`config.mk`:
```
export PLATFORM = sky130hd
export DESIGN_NAME = wb_stage
export DESIGN_NICKNAME = d
export VERILOG_FILES = /design/src/rtl/light_rv32i_pkg.sv /design/src/rtl/load_align.sv /design/src/rtl/wb_stage.sv
export SDC_FILE = /design/constraint.sdc
export NUM_CORES = 1
export LEC_CHECK = 0
export BUFFER_PORTS_ARGS = -buffer_cell sky130_fd_sc_hd__buf_2
export CORE_ASPECT_RATIO = 2
export CORE_MARGIN = 5
export CORE_UTILIZATION = 25
export DETAILED_ROUTE_END_ITERATION = 7
export MAX_ROUTING_LAYER = met4
export SLEW_MARGIN = 20
export SYNTH_ARGS = -nofsm -noshare
export SYNTH_HDL_FRONTEND = slang
export SYNTH_SLANG_ARGS = --single-unit
```
`constraint.sdc`:
```
create_clock -name clk -period 4.2 [get_ports clk]
set_input_delay 0 -clock clk [delete_from_list [all_inputs] [get_ports clk]]
set_output_delay 0 -clock clk [all_outputs]
set_load 0.01 [all_outputs]
```
`src/rtl/light_rv32i_pkg.sv`:
```
// Shared RV32I definitions for the light_rv32i core: writeback select codes,
// load funct3 codes and the retired-instruction counter width.
package light_rv32i_pkg;

  typedef enum logic [1:0] {
    WB_ALU     = 2'b00,
    WB_LOAD    = 2'b01,
    WB_PC4     = 2'b10,
    WB_ILLEGAL = 2'b11
  } wb_sel_e;

  localparam logic [2:0] F3_LB  = 3'd0;
  localparam logic [2:0] F3_LH  = 3'd1;
  localparam logic [2:0] F3_LW  = 3'd2;
  localparam logic [2:0] F3_LBU = 3'd4;
  localparam logic [2:0] F3_LHU = 3'd5;

  localparam int INSTRET_WIDTH = 64;

endpackage

```
`src/rtl/load_align.sv`:
```
// Little-endian load formatter: lane select plus sign/zero extension, purely combinational.
// Flags misaligned halfword/word accesses and funct3 codes that are not loads.
module load_align
  import light_rv32i_pkg::*;
#(
  parameter int DATA_WIDTH = 32
) (
  input  logic [DATA_WIDTH-1:0] word,
  input  logic [1:0]            addr,
  input  logic [2:0]            funct3,
  output logic [DATA_WIDTH-1:0] data,
  output logic                  misaligned,
  output logic                  illegal
);

  logic [7:0]  byte_lane;
  logic [15:0] half_lane;

  always_comb begin
    byte_lane  = word[{addr, 3'b000} +: 8];
    half_lane  = word[{addr[1], 4'b0000} +: 16];
    data       = '0;
    misaligned = 1'b0;
    illegal    = 1'b0;
    case (funct3)
      F3_LB:  data = {{(DATA_WIDTH-8){byte_lane[7]}}, byte_lane};
      F3_LBU: data = {{(DATA_WIDTH-8){1'b0}}, byte_lane};
      F3_LH: begin
        data       = {{(DATA_WIDTH-16){half_lane[15]}}, half_lane};
        misaligned = addr[0];
      end
      F3_LHU: begin
        data       = {{(DATA_WIDTH-16){1'b0}}, half_lane};
        misaligned = addr[0];
      end
      F3_LW: begin
        data       = word;
        misaligned = (addr != 2'b00);
      end
      default: illegal = 1'b1;
    endcase
  end

endmodule

```
`src/rtl/wb_stage.sv`:
```
// Writeback stage: one register of MEM results, combinational regfile write/retire/exception.
// One cycle from MEM capture to write; stall or flush captures a bubble, no backpressure upstream.
module wb_stage
  import light_rv32i_pkg::*;
#(
  parameter int ADDR_WIDTH = 5,
  parameter int DATA_WIDTH = 32
) (
  input  logic                     clk,
  input  logic                     reset,
  input  logic                     i_Stall,
  input  logic                     i_Flush,
  input  logic                     i_Valid,
  input  logic [ADDR_WIDTH-1:0]    i_RdAddr,
  input  logic                     i_RegWrEn,
  input  logic [1:0]               i_WbSel,
  input  logic [DATA_WIDTH-1:0]    i_AluResult,
  input  logic [DATA_WIDTH-1:0]    i_PcPlus4,
  input  logic [2:0]               i_LoadFunct3,
  input  logic [DATA_WIDTH-1:0]    i_LoadData,
  output logic                     o_RegWrEn,
  output logic [ADDR_WIDTH-1:0]    o_RegWrAddr,
  output logic [DATA_WIDTH-1:0]    o_RegWrData,
  output logic                     o_Retire,
  output logic                     o_Exception,
  output logic [INSTRET_WIDTH-1:0] o_InstretCount
);

  localparam logic [INSTRET_WIDTH-1:0] CNT_ONE = {{(INSTRET_WIDTH-1){1'b0}}, 1'b1};

  logic                  wb_valid;
  logic [ADDR_WIDTH-1:0] wb_rd;
  logic                  wb_wren;
  wb_sel_e               wb_sel;
  logic [DATA_WIDTH-1:0] wb_alu;
  logic [DATA_WIDTH-1:0] wb_pc4;
  logic [2:0]            wb_funct3;

  logic [DATA_WIDTH-1:0]    load_data;
  logic                     load_misaligned;
  logic                     load_illegal;
  logic [DATA_WIDTH-1:0]    result;
  logic                     exception;
  logic                     wr_en;
  logic                     retire;
  logic [INSTRET_WIDTH-1:0] instret;

  always_ff @(posedge clk or posedge reset) begin
    if (reset) begin
      wb_valid  <= 1'b0;
      wb_rd     <= '0;
      wb_wren   <= 1'b0;
      wb_sel    <= WB_ALU;
      wb_alu    <= '0;
      wb_pc4    <= '0;
      wb_funct3 <= '0;
    end else begin
      wb_valid  <= i_Valid & ~i_Stall & ~i_Flush;
      wb_rd     <= i_RdAddr;
      wb_wren   <= i_RegWrEn;
      wb_sel    <= wb_sel_e'(i_WbSel);
      wb_alu    <= i_AluResult;
      wb_pc4    <= i_PcPlus4;
      wb_funct3 <= i_LoadFunct3;
    end
  end

  // The load address is the registered ALU result; memory data arrives in this cycle.
  load_align #(
    .DATA_WIDTH(DATA_WIDTH)
  ) u_load_align (
    .word       (i_LoadData),
    .addr       (wb_alu[1:0]),
    .funct3     (wb_funct3),
    .data       (load_data),
    .misaligned (load_misaligned),
    .illegal    (load_illegal)
  );

  always_comb begin
    result = wb_alu;
    case (wb_sel)
      WB_LOAD: result = load_data;
      WB_PC4:  result = wb_pc4;
      default: result = wb_alu;
    endcase
  end

  // Load-format faults only matter when the load path is actually selected.
  assign exception = wb_valid & ((wb_sel == WB_ILLEGAL) |
                                 ((wb_sel == WB_LOAD) & (load_illegal | load_misaligned)));
  assign wr_en     = wb_valid & wb_wren & (wb_rd != '0) & ~exception;
  assign retire    = wb_valid & ~exception;

  always_ff @(posedge clk or posedge reset) begin
    if (reset) begin
      instret <= '0;
    end else if (retire) begin
      instret <= instret + CNT_ONE;
    end
  end

  assign o_RegWrEn      = wr_en;
  assign o_RegWrAddr    = wr_en ? wb_rd : '0;
  assign o_RegWrData    = wr_en ? result : '0;
  assign o_Retire       = retire;
  assign o_Exception    = exception;
  assign o_InstretCount = instret;

endmodule

```
; ---- Yosys cells after proc, flatten, opt, wreduce, memory -nomap -nowiden
; Index checks and enable logic that the tools add are counted.
[op_classes]
add_sub_neg = 1
eq_ne = 7
shift = 2
n_mux = 6
bitwise = 13
n_reduce_logical = 5
[op_table]
columns = cell, count
row1 = $pmux 32 s5, 1
row2 = $add 64x1->64 const B, 1
row3 = $pmux 32 s2, 1
row4 = $mux 32, 1
row5 = $shiftx 32x6->16, 1
row6 = $shiftx 32x6->8, 1
row7 = $and 1x1->1, 8
row8 = $eq 3x3->1 const B, 2
row9 = $mux 5, 1
row10 = $reduce_bool 5->1, 1
row11 = $reduce_or 5->1, 1
row12 = $eq 2x2->1 const B, 2
row13 = $eq 3x1->1 const B, 1
row14 = $eq 3x2->1 const B, 1
row15 = $logic_not 3->1, 1
row16 = $not 1->1, 3
row17 = $eq 2x1->1 const B, 1
row18 = $or 1x1->1, 2
row19 = $pmux 1 s2, 1
row20 = $reduce_bool 2->1, 1
row21 = $reduce_or 2->1, 1
row22 = $mux 1, 1
[word_totals]
regBits = 140
input_bits = 112
output_inout_bits = 104
elab_cells = 42

; ---- Logic depth before layout (Yosys ltp)
[depth]
word_depth = 10
ltp_mapped = 9
ltp_nobuf = 8

; ---- Hierarchy
; From an unflattened synthesis, not the netlist that was laid out.
[unflattened]
cells_unflattened = 613
hier_area_um2 = 6497.5
[modules_own_cells]
columns = module, n_inst, cells_per_inst, area_per_inst_um2, seq_area_each_um2
row1 = wb_stage, 1, 514, 5800.6, 3503.4
row2 = load_align, 1, 99, 696.9, 0.0

; ---- Worst setup path after synthesis
; Ideal clock, no wire load.
[synth_timing]
kind = register to register
from = reg wb_funct3[0]
to = reg instret[56] (netlist: o_InstretCount[56])
setup_time_ps = 79
t_arrival_ps = 2117
required_time_ps = 4121
slack_ps = 2004
stages_incl_launch_ff = 8
n_path_buf = 2
period_less_slack_ps = 2196
cell_sequence = dfrtp_1 -> buf_6 -> o41a_4 -> a2111oi_4 -> nand4_2 -> buf_4 -> nor3_2 -> xor2_1
[synth_between]
elab_chain_len = 9
word_cells_on_any_way = 15
cone_classes = eq/ne (4) / mux (2) / bitwise (6) / reduce/logical (3)
[synth_rtl]
columns = item, line_no
row1 = from (decl), wb_stage.sv:37  ; logic [2:0] wb_funct3;
row2 = from (signal assigned), wb_stage.sv:64  ; wb_funct3 <= i_LoadFunct3;
row3 = $eq 3x1->1 (tied with other cells), load_align.sv:25  ; case (funct3)
row4 = $reduce_or 2->1 (no line) / $reduce_or 5->1 (equally long branches), -
row5 = $pmux 1 s2 / $mux 1 (equally long branches), load_align.sv:25
row6 = $or 1x1->1 (*), wb_stage.sv:91  ; ((wb_sel == WB_LOAD) & (load_illegal | load_misaligned)));
row7 = $and 1x1->1 (*), wb_stage.sv:91
row8 = $or 1x1->1 (*), wb_stage.sv:90  ; assign exception = wb_valid & ((wb_sel == WB_ILLEGAL) |
row9 = $and 1x1->1 (*), wb_stage.sv:90
row10 = $not 1->1 (*), wb_stage.sv:93  ; assign retire = wb_valid & ~exception;
row11 = $and 1x1->1 (*), wb_stage.sv:93
row12 = to (signal assigned), wb_stage.sv:99  ; instret <= instret + CNT_ONE;
row13 = to (decl), wb_stage.sv:46  ; logic [INSTRET_WIDTH-1:0] instret;
; Mark *: on every way between the ends. The rest lies on a longest branch, timed or not.
; A chain may end at the register's enable or synchronous reset.

; ---- Final worst setup path
[layout_timing]
from = reg wb_alu[1]
to = out o_RegWrData[26]
[layout_between]
elab_chain_len = 9
word_cells_on_any_way = 13
cone_classes = shift (2) / mux (4) / bitwise (6) / reduce/logical (1)
[layout_rtl]
columns = item, line_no
row1 = from (decl), wb_stage.sv:35  ; logic [DATA_WIDTH-1:0] wb_alu;
row2 = from (signal assigned), wb_stage.sv:62  ; wb_alu <= i_AluResult;
row3 = branches (longest 8 deep; another with $shiftx 32x6->16), -
row4 = $mux 32 (*), wb_stage.sv:105  ; assign o_RegWrData = wr_en ? result : '0;
row5 = to (decl), wb_stage.sv:23  ; output logic [DATA_WIDTH-1:0] o_RegWrData,
; Mark *: on every way between the ends.

==> results.ini <==
[flow_run]
drv_cap=0

[yosys]
ys_seq_area_frac=0.552
synth_seq_cells=140
post-synth-top-area-cell=dfrtp_1
synthDistinctLibCells=50
synth.top_cell.area_share=0.552
synth_nets=699
synth.area.top_cells=dfrtp_1, xor2_1, xnor2_1
yosys_warnings=0
async_flop_share=1.00
synth_area_um2=6340
synth-edff-count=0
synth-main-ff-cell=dfrtp_1
syn-instance-count=583
syn_avg_cell_area_um2=10.9

[die]
initial_utilization=0.253
die_w_um=123
core_region_area_um2=25000
die_y_um=235
rows=82
io_pins=216
die-area_um2=28800

[routing]
drc=0
wl_mm=23.9
firstDrtPassIters=5
antenna_left=0
vias=5839
routed_via_density=4.77
drt_iter0_drc=385
wl_per_cell_um=19.5

[power_and_ir_drop]
ir_worst_vdd_v=0.000250
power.total_w=0.00326
power_density_nw_per_um2=357
p_leak_nw=4.37

[placement]
place_inst=1115
place_area_um2=7790
place_hpwl_mm=18.2
gp_congestion=0.886
io_buffers=215

[worst_setup_path]
endpoint_kind=output port
timing.rr.end=o_InstretCount[50]
critPathLaunch=wb_alu[1]
critPathKind=reg -> out
reg2reg_depth=5
crit_path_end=o_RegWrData[26]
start_kind=register
arrival_ns=3.33
reg2reg_slack_ns=1.38
required_ns=4.20
reg2reg_from=wb_alu[1]
crit_fanout=21

[clock_tree]
cts_buffer_depth=2
h-tree-depth=4
numCtsBuffers=17
cts_setup_buffers=0
clkSinkCount=140
cts_tree=yes
ctsRootBufferMaster=clkbuf_16
ctsResizeCount=0
clk_pin_slew_worst_paths_ns=0.06
insertion_delay_ns=0.44

[run_status]
status=complete, no violations

[sta]
period_minus_slack_ns=3.33
tns_ns=0
timing.slew.headroom=0.225
hold_viol=0
fin_skew_ns=0.0111
grt_setup_unrepaired=false
worstMarginPinSlew_ns=1.15
fin_crit_sh=0.794
holdWs_ns=0.206
slew_violations=0
finalSetupViolations=0
fmax_mhz=300

[grt]
grt_pass1_wl_mm=35.7
grt_usage=0.171
first_global_vias=6455
grt_overflow=0
grt_max_degree=89
grt_antenna_before_repair=0

[worst_hold_path]
min_path_type=in -> reg

[cells_and_area]
final_cell_area_um2=9140
instances_no_fill=1225
drive_gt1_frac=0.319
n_antenna_cell=0
layout.nets=992
syn_to_final_growth_pct=44.2
num-fill-cells=2553

-- final cells by class --
class                      count  area, um^2  area share
tap                          336         420      0.0460
sequential                   140        3500       0.383
clock buffer                  22         484      0.0530
inverter                      15        61.3     0.00671
clock inverter                10        90.1     0.00985
multi-input combinational    399        2650       0.290
timing repair buffer         303        1930       0.211
-- worst min path at each step --
stage | slack [ns] | start | endpoint | cells after the start
floorplan | 0.03 | i_AluResult[0] | wb_alu[0] | 0
global placement | 0.11 | i_AluResult[10] | wb_alu[10] | 1
detailed placement | 0.11 | i_PcPlus4[8] | wb_pc4[8] | 1
CTS | 0.18 | i_AluResult[10] | wb_alu[10] | 2
global route | 0.19 | i_AluResult[8] | wb_alu[8] | 2
finish | 0.21 | i_AluResult[16] | wb_alu[16] | 2
-- sequential cells by signal (all words and copies together) (netlist names) --
| name | count |
|---|---|
| o_InstretCount | 64 |
| wb_alu | 32 |
| wb_sel | 2 |
| wb_wren | 1 |
| wb_valid | 1 |
| wb_pc4 | 32 |
| wb_funct3 | 3 |
| wb_rd | 5 |
-- worst max-delay path, cell delays in order (launching register included) --
cell and delay (ns):
dfrtp_1 0.61, o41a_4 0.50, a21oi_1 0.16, buf_4 0.20
o211ai_1 0.11, buf_4 0.22, inv_1 0.55, o21ai_0 0.21
a21oi_1 0.17, buf_2 0.15
-- Yosys cell counts (all sizes together) (7+ instances only) --
master / number
a21oi: 41
a222oi: 7
a22oi: 17
and3: 8
clkbuf: 23
dfrtp: 140
inv: 15
nand2: 46
nand3: 16
nand4: 26
nor2: 34
nor2b: 16
nor3: 32
nor4: 11
o21ai: 21
xnor2: 24
xor2: 39
-- metrics by stage --
step                setup WS, ns  utilization
global placement            1.33        0.311
floorplan                  0.447            -
CTS                        0.800        0.365
finish                     0.866        0.365
detailed placement          1.29        0.311
global route               0.572        0.365
-- report_power, final --
| part | internal, W | total [W] | switching (W) |
|---|---|---|---|
| sequential | 0.00140 | 0.00145 | 0.0000505 |
| combinational | 0.000168 | 0.000354 | 0.000187 |
| clock | 0.000873 | 0.00146 | 0.000582 |
| total | 0.00244 | 0.00326 | 0.000819 |
-- routing by layer --
| layer | track usage | part of all wire | up-vias | wire length, um |
|---|---|---|---|---|
| li1 | - | - | 2660 | - |
| met1 | 0.151 | 0.33 | 2836 | 7780 |
| met2 | 0.310 | 0.55 | 272 | 13100 |
| met3 | 0.0464 | 0.069 | 71 | 1660 |
| met4 | 0.109 | 0.057 | 0 | 1370 |
| met5 | - | 0 | - | 0 |
-- cells by family (layout without fill, tap and decap cells) --
logic type      after synthesis  count (layout)  share of synthesized area
simple gates                215             215                      0.189
xor+xnor                     63              63                     0.0870
mux                          11              11                     0.0205
compound gates              106             106                      0.114
flops                       140             140                      0.552
fa+ha+maj                     4               4                    0.00789
buf+inv                      44             350                     0.0296
-- timing repair --
action,CTS,global route
endpoints found under the hold margin,162,0
setup endpoints to repair,0,0
hold buffers,78,0
-- cells in the final DEF, fill, tap and decap left out, types with 24 or more instances in the layout --
cell           synthesis  layout
xor2_1                39      39
nand2_1               46      46
nand4_1               24      24
buf_2                  3     215
dlygate4sd3_1          0      78
nor2_1                34      34
a21oi_1               41      41
dfrtp_1              140     140
xnor2_1               24      24
nor3_1                27      27
Note: power is estimated with default switching activity, not from simulation.
